<file path="config.mk">
export PLATFORM = sky130hd
export DESIGN_NAME = uart_tx_gy_26
export DESIGN_NICKNAME = d
export VERILOG_FILES = /design/src/rtl/uart_tx_gy_26.sv
export SDC_FILE = /design/constraint.sdc
export NUM_CORES = 1
export LEC_CHECK = 0
export ABC_AREA = 1
export CORE_ASPECT_RATIO = 1.75
export CORE_UTILIZATION = 56
export CTS_CLUSTER_DIAMETER = 50
export DETAILED_ROUTE_END_ITERATION = 12
export DONT_BUFFER_PORTS = 1
export GPL_ROUTABILITY_DRIVEN = 1
export PLACE_DENSITY = 0.75
export SKIP_CTS_REPAIR_TIMING = 1
export SYNTH_ARGS = -nofsm -noshare
export SYNTH_HDL_FRONTEND = slang
export SYNTH_SLANG_ARGS = --single-unit
</file>
<file path="constraint.sdc">
create_clock -name clk -period 1.3 [get_ports clk]
set_input_delay 0.195 -clock clk [delete_from_list [all_inputs] [get_ports clk]]
set_output_delay 0.195 -clock clk [all_outputs]
set_load 0.01 [all_outputs]
</file>
<file path="src/rtl/uart_tx_gy_26.sv">
// uart_tx_gy_26: UART frame serialiser (start bit, LSB-first data, optional parity, stop bit).
// Latency: txd falls on the edge that accepts tx_start; a frame lasts (2+DATA_BITS+par)*BPS_DIV clocks.
// Backpressure: none; tx_start is ignored while tx_busy is high and nothing is queued.
module uart_tx_gy_26 #(
  parameter int BPS_DIV   = 5208,  // clocks per bit, 4..8191
  parameter int DATA_BITS = 8,     // data bits per frame, 5..8
  parameter int PARITY    = 0      // 0 = none, 1 = odd, 2 = even, 3 behaves as none
) (
  input  logic       clk,
  input  logic       rst,
  input  logic       tx_start,
  input  logic [7:0] tx_data,
  output logic       txd,
  output logic       tx_busy,
  output logic       tx_done
);

  // Frame sequencer states
  localparam logic [2:0] S_IDLE  = 3'd0;
  localparam logic [2:0] S_START = 3'd1;
  localparam logic [2:0] S_DATA  = 3'd2;
  localparam logic [2:0] S_PAR   = 3'd3;
  localparam logic [2:0] S_STOP  = 3'd4;

  // Last count of a bit period and index of the final data bit
  localparam logic [12:0] BAUD_LAST = 13'(BPS_DIV - 1);
  localparam logic [3:0]  BIT_LAST  = 4'(DATA_BITS - 1);

  // Only the two defined parity modes insert a parity bit; anything else sends none
  localparam logic PAR_EN  = (PARITY == 1) || (PARITY == 2);
  localparam logic PAR_ODD = (PARITY == 1);

  // Bits of tx_data that belong to the frame; the rest never reach the line or the parity
  localparam logic [7:0] DATA_MASK = 8'((1 << DATA_BITS) - 1);

  // Registered state
  logic [2:0]  r_state;
  logic [12:0] r_baud_cnt;
  logic [3:0]  r_bit_cnt;
  logic [7:0]  r_shift;
  logic        r_par;
  logic        r_txd;
  logic        r_busy;
  logic        r_done;

  // Combinational helpers
  logic [2:0]  w_next_state;
  logic        w_next_txd;
  logic        w_accept;
  logic        w_bit_end;
  logic        w_last_bit;
  logic [7:0]  w_data;
  logic        w_par_bit;

  // A request is only looked at while idle, including the tx_done cycle
  assign w_accept   = (r_state == S_IDLE) && tx_start;

  // Wrap of the bit-period counter marks the edge where the line moves to the next bit
  assign w_bit_end  = (r_state != S_IDLE) && (r_baud_cnt == BAUD_LAST);

  // The shift register's bit 0 is the data bit currently on the line
  assign w_last_bit = (r_bit_cnt == BIT_LAST);

  // Parity is computed on the masked byte at acceptance so later tx_data changes cannot disturb it
  assign w_data     = tx_data & DATA_MASK;
  assign w_par_bit  = PAR_ODD ? ~^w_data : ^w_data;

  // Next-state decode for the frame sequencer
  always_comb begin
    w_next_state = r_state;
    case (r_state)
      S_IDLE: begin
        if (tx_start) begin
          w_next_state = S_START;
        end
      end
      S_START: begin
        if (w_bit_end) begin
          w_next_state = S_DATA;
        end
      end
      S_DATA: begin
        if (w_bit_end && w_last_bit) begin
          w_next_state = PAR_EN ? S_PAR : S_STOP;
        end
      end
      S_PAR: begin
        if (w_bit_end) begin
          w_next_state = S_STOP;
        end
      end
      S_STOP: begin
        if (w_bit_end) begin
          w_next_state = S_IDLE;
        end
      end
      default: begin
        w_next_state = S_IDLE;
      end
    endcase
  end

  // Line value for the next bit period, chosen one clock early so txd can be a flop
  always_comb begin
    w_next_txd = r_txd;
    case (r_state)
      S_IDLE: begin
        w_next_txd = ~tx_start;
      end
      S_START: begin
        if (w_bit_end) begin
          w_next_txd = r_shift[0];
        end
      end
      S_DATA: begin
        if (w_bit_end) begin
          if (w_last_bit) begin
            w_next_txd = PAR_EN ? r_par : 1'b1;
          end else begin
            w_next_txd = r_shift[1];
          end
        end
      end
      S_PAR: begin
        if (w_bit_end) begin
          w_next_txd = 1'b1;
        end
      end
      S_STOP: begin
        if (w_bit_end) begin
          w_next_txd = 1'b1;
        end
      end
      default: begin
        w_next_txd = 1'b1;
      end
    endcase
  end

  // Sequencer state register
  always_ff @(posedge clk) begin
    if (rst) begin
      r_state <= S_IDLE;
    end else begin
      r_state <= w_next_state;
    end
  end

  // Bit-period counter: free-runs 0..BPS_DIV-1 while a frame is active, parked at 0 when idle
  always_ff @(posedge clk) begin
    if (rst || (r_state == S_IDLE)) begin
      r_baud_cnt <= 13'd0;
    end else if (w_bit_end) begin
      r_baud_cnt <= 13'd0;
    end else begin
      r_baud_cnt <= r_baud_cnt + 13'd1;
    end
  end

  // Data-bit index, advanced at the end of every data bit and cleared after the last one
  always_ff @(posedge clk) begin
    if (rst || w_accept) begin
      r_bit_cnt <= 4'd0;
    end else if ((r_state == S_DATA) && w_bit_end) begin
      r_bit_cnt <= w_last_bit ? 4'd0 : (r_bit_cnt + 4'd1);
    end
  end

  // Shift register: loads the frame byte at acceptance and moves right after each data bit
  always_ff @(posedge clk) begin
    if (rst) begin
      r_shift <= 8'd0;
    end else if (w_accept) begin
      r_shift <= w_data;
    end else if ((r_state == S_DATA) && w_bit_end) begin
      r_shift <= {1'b0, r_shift[7:1]};
    end
  end

  // Parity bit captured together with the data byte
  always_ff @(posedge clk) begin
    if (rst) begin
      r_par <= 1'b0;
    end else if (w_accept) begin
      r_par <= w_par_bit;
    end
  end

  // Registered outputs; tx_done marks the first idle cycle after the stop bit
  always_ff @(posedge clk) begin
    if (rst) begin
      r_txd  <= 1'b1;
      r_busy <= 1'b0;
      r_done <= 1'b0;
    end else begin
      r_txd  <= w_next_txd;
      r_busy <= (w_next_state != S_IDLE);
      r_done <= (r_state == S_STOP) && w_bit_end;
    end
  end

  assign txd     = r_txd;
  assign tx_busy = r_busy;
  assign tx_done = r_done;

endmodule

</file>
==> out/results.ini <==
[critical_path]
rr_worst_depth = 8
worstPathArrival_ps = 1620
reg2reg_to = r_shift[3]$_SDFFE_PP0P_
crit_type = reg -> reg
regToRegSetupSlack_ps = -140
r2r-start = r_baud_cnt[0]$_SDFF_PP0_
critPathLaunchType = register
worstPathMaxFanout = 10
required_ps = 1470
cp-end-kind = register

[synthesis]
synth_most_common_cell = nand2_1
ys_ff_latch = 31
syn_nets = 252
synth-async-reset-ratio_pct = 0
synth.cell_area_sq_um = 1620
synth_warnings = 0
synth_top_area_share_pct = 38.4
synth_ff_type = dfxtp_1
synth_cell_type_count = 28
synth_common_cells = nand2_1 (63), inv_1 (36), dfxtp_1 (31)
syn_inst = 239
ys_top_cells_by_area = dfxtp_1 (38%), nand2_1 (15%), inv_1 (8.4%)
synth_seq_area_share_pct = 38.4
synth_top_area_cell = dfxtp_1
post_synth.cell_area_avg_sq_um = 6.76
synth-edff-count = 0

[power_and_ir_drop]
leakagePower_nw = 1.01
power.density_nw_per_um2 = 1000
vdd_ir_drop_max_v = 0.00124
power_mw = 2.15

[timing]
fmax_mhz = 692
finalHoldViolCount = 0
setup_violations = 28
fin_crit_ps = 1440
postLayoutSetupSlackWorst_ps = -145
skew_ps = 10.5
relSlewSlack_pct = 78.5
period_share_pct = 111
report.final.slew_viol_count = 0
rsz0062_at_grt = yes
worst-slew-pin-transition_ps = 321

[placed_design]
placed_area_sq_um = 1870
dpl.hpwl_um = 2760
port_buffers = 0
routabilityCongestion = 0.806

[floorplanning]
start_util_pct = 59.4
ioPinCount = 14
die_h_um = 73.0
die_w_um = 42.6
rows = 25
dieArea_sq_um = 3110
core_sq_um = 2720

[flow_run]
drv_cap = 0

[grt]
antenna_found_initial = 0
grt.overflow.total = 0
track_usage_pct = 26.2
grt_pass1_vias = 1556
grt_max_degree = 19
grt_pass1_wl_um = 6150

[final_layout]
syn_to_final_growth_pct = 32.9
diodes = 0
drive_gt1_share_pct = 30.2
final_area_sq_um = 2150
nNetsFinal = 290
fillers = 202

[clock_network]
cts_tree = built
clkSlewWorstSetupHoldPaths_ps = 70
htree_levels = 2
insertion_delay_ps = 290
clock_path_buffers = 2
clock_sinks = 31
cts_root_buffer = clkbuf_8
cts_buffers = 5

[worst_hold_path]
holdPathEnd = r_shift[7]$_SDFFE_PP0P_
holdPathStages = 2
hp-start = tx_data[7]
hold_path.class = in -> reg

[detailed_routing]
ant_nets = 0
wirelength_um = 3930
wl_met3_um = 97
route.detailed.drc = 0
wl_met2_um = 2310
drt-met1-wl_um = 1400
drt-vias-per-instance = 5.34
drtPass1Iterations = 5
drt-wirelength-per-cell_um = 12.9
top_layer = met4
vias = 1629
drt_first_iter_violations = 45

[run_status]
violations = setup timing
status = complete, but fails checks

-- power breakdown --
part	internal [mW]	switching, mW
combinational	0.0682	0.0951
clock	0.620	0.375
sequential	0.973	0.0174
total	1.66	0.488
-- through the flow --
step | utilization (%) | setup slack [ps] | setup TNS, ps | hold slack [ps] | instances
2_1_floorplan | - | 1.80 | 0 | 342 | 239
3_3_place_gp | 68.8 | -104 | -967 | 265 | 291
3_5_place_dp | 68.8 | -117 | -1290 | 267 | 291
4_1_cts | 73.1 | -123 | -1480 | -44.5 | 299
5_1_grt | 78.9 | -221 | -4130 | 72.1 | 305
6_report | 78.9 | -145 | -1530 | 57.6 | 305
-- kinds of logic after synthesis --
group           after synthesis  share of synthesized area, %
compound gates               30                          9.84
simple gates                133                          39.7
buf+inv                      43                          10.5
fa+ha+maj                     2                          1.55
flops                        31                          38.4
-- area by class of cell --
class	count	area [sq um]	area share, %
clock inverter	2	35.0	1.63
inverter	39	151	7.05
multi-input combinational	165	943	43.9
clock buffer	6	82.6	3.85
sequential	31	628	29.3
tap	27	33.8	1.57
timing repair buffer	35	273	12.7
-- worst max-delay path, cell delays in order (launching register included) --
cell	delay (ps)
dfxtp_2	350
ha_4	160
nand2_4	60
nor2_4	160
buf_4	140
nand3_4	140
buf_4	180
nand3_1	70
a21oi_1	70
-- layout by cell type (no fill, tap or decap), drive strengths merged --
cell,instances
nand2,67
inv,39
buf,34
dfxtp,31
nor2,29
nand3,26
a21oi,14
o21ai,13
nor3,7
clkbuf,6
nand4,3
ha,2
a31o,1
o211ai,1
nand3b,1
o21a,1
bufinv,1
clkinv,1
dlygate4sd3,1
-- registers in the layout (all words and copies together), names as in the netlist --
signal,cells
r_baud_cnt,13
r_bit_cnt,4
r_shift,8
r_state,3
tx_busy,1
tx_done,1
txd,1
-- metal layers --
metal / global-route usage [%] / up-vias
met5: 0 / -
met4: 17.0 / 0
met3: 4.70 / 12
met2: 52.0 / 38
met1: 22.6 / 744
li1: - / 835
-- how the worst max path moves through the flow --
stage               slack (ps)  cells past startpoint                      from                   endpoint
global route              -220                      8  r_baud_cnt[0]$_SDFF_PP0_    r_shift[3]$_SDFFE_PP0P_
floorplan                    2                      8  r_baud_cnt[1]$_SDFF_PP0_  r_baud_cnt[12]$_SDFF_PP0_
detailed placement        -120                      7  r_baud_cnt[1]$_SDFF_PP0_    r_shift[1]$_SDFFE_PP0P_
finish                    -140                      8  r_baud_cnt[0]$_SDFF_PP0_    r_shift[3]$_SDFFE_PP0P_
global placement          -100                      7  r_baud_cnt[1]$_SDFF_PP0_    r_shift[1]$_SDFFE_PP0P_
CTS                       -120                      8  r_baud_cnt[2]$_SDFF_PP0_    r_shift[1]$_SDFFE_PP0P_
No activity file was read; power rests on OpenSTA's default activity.
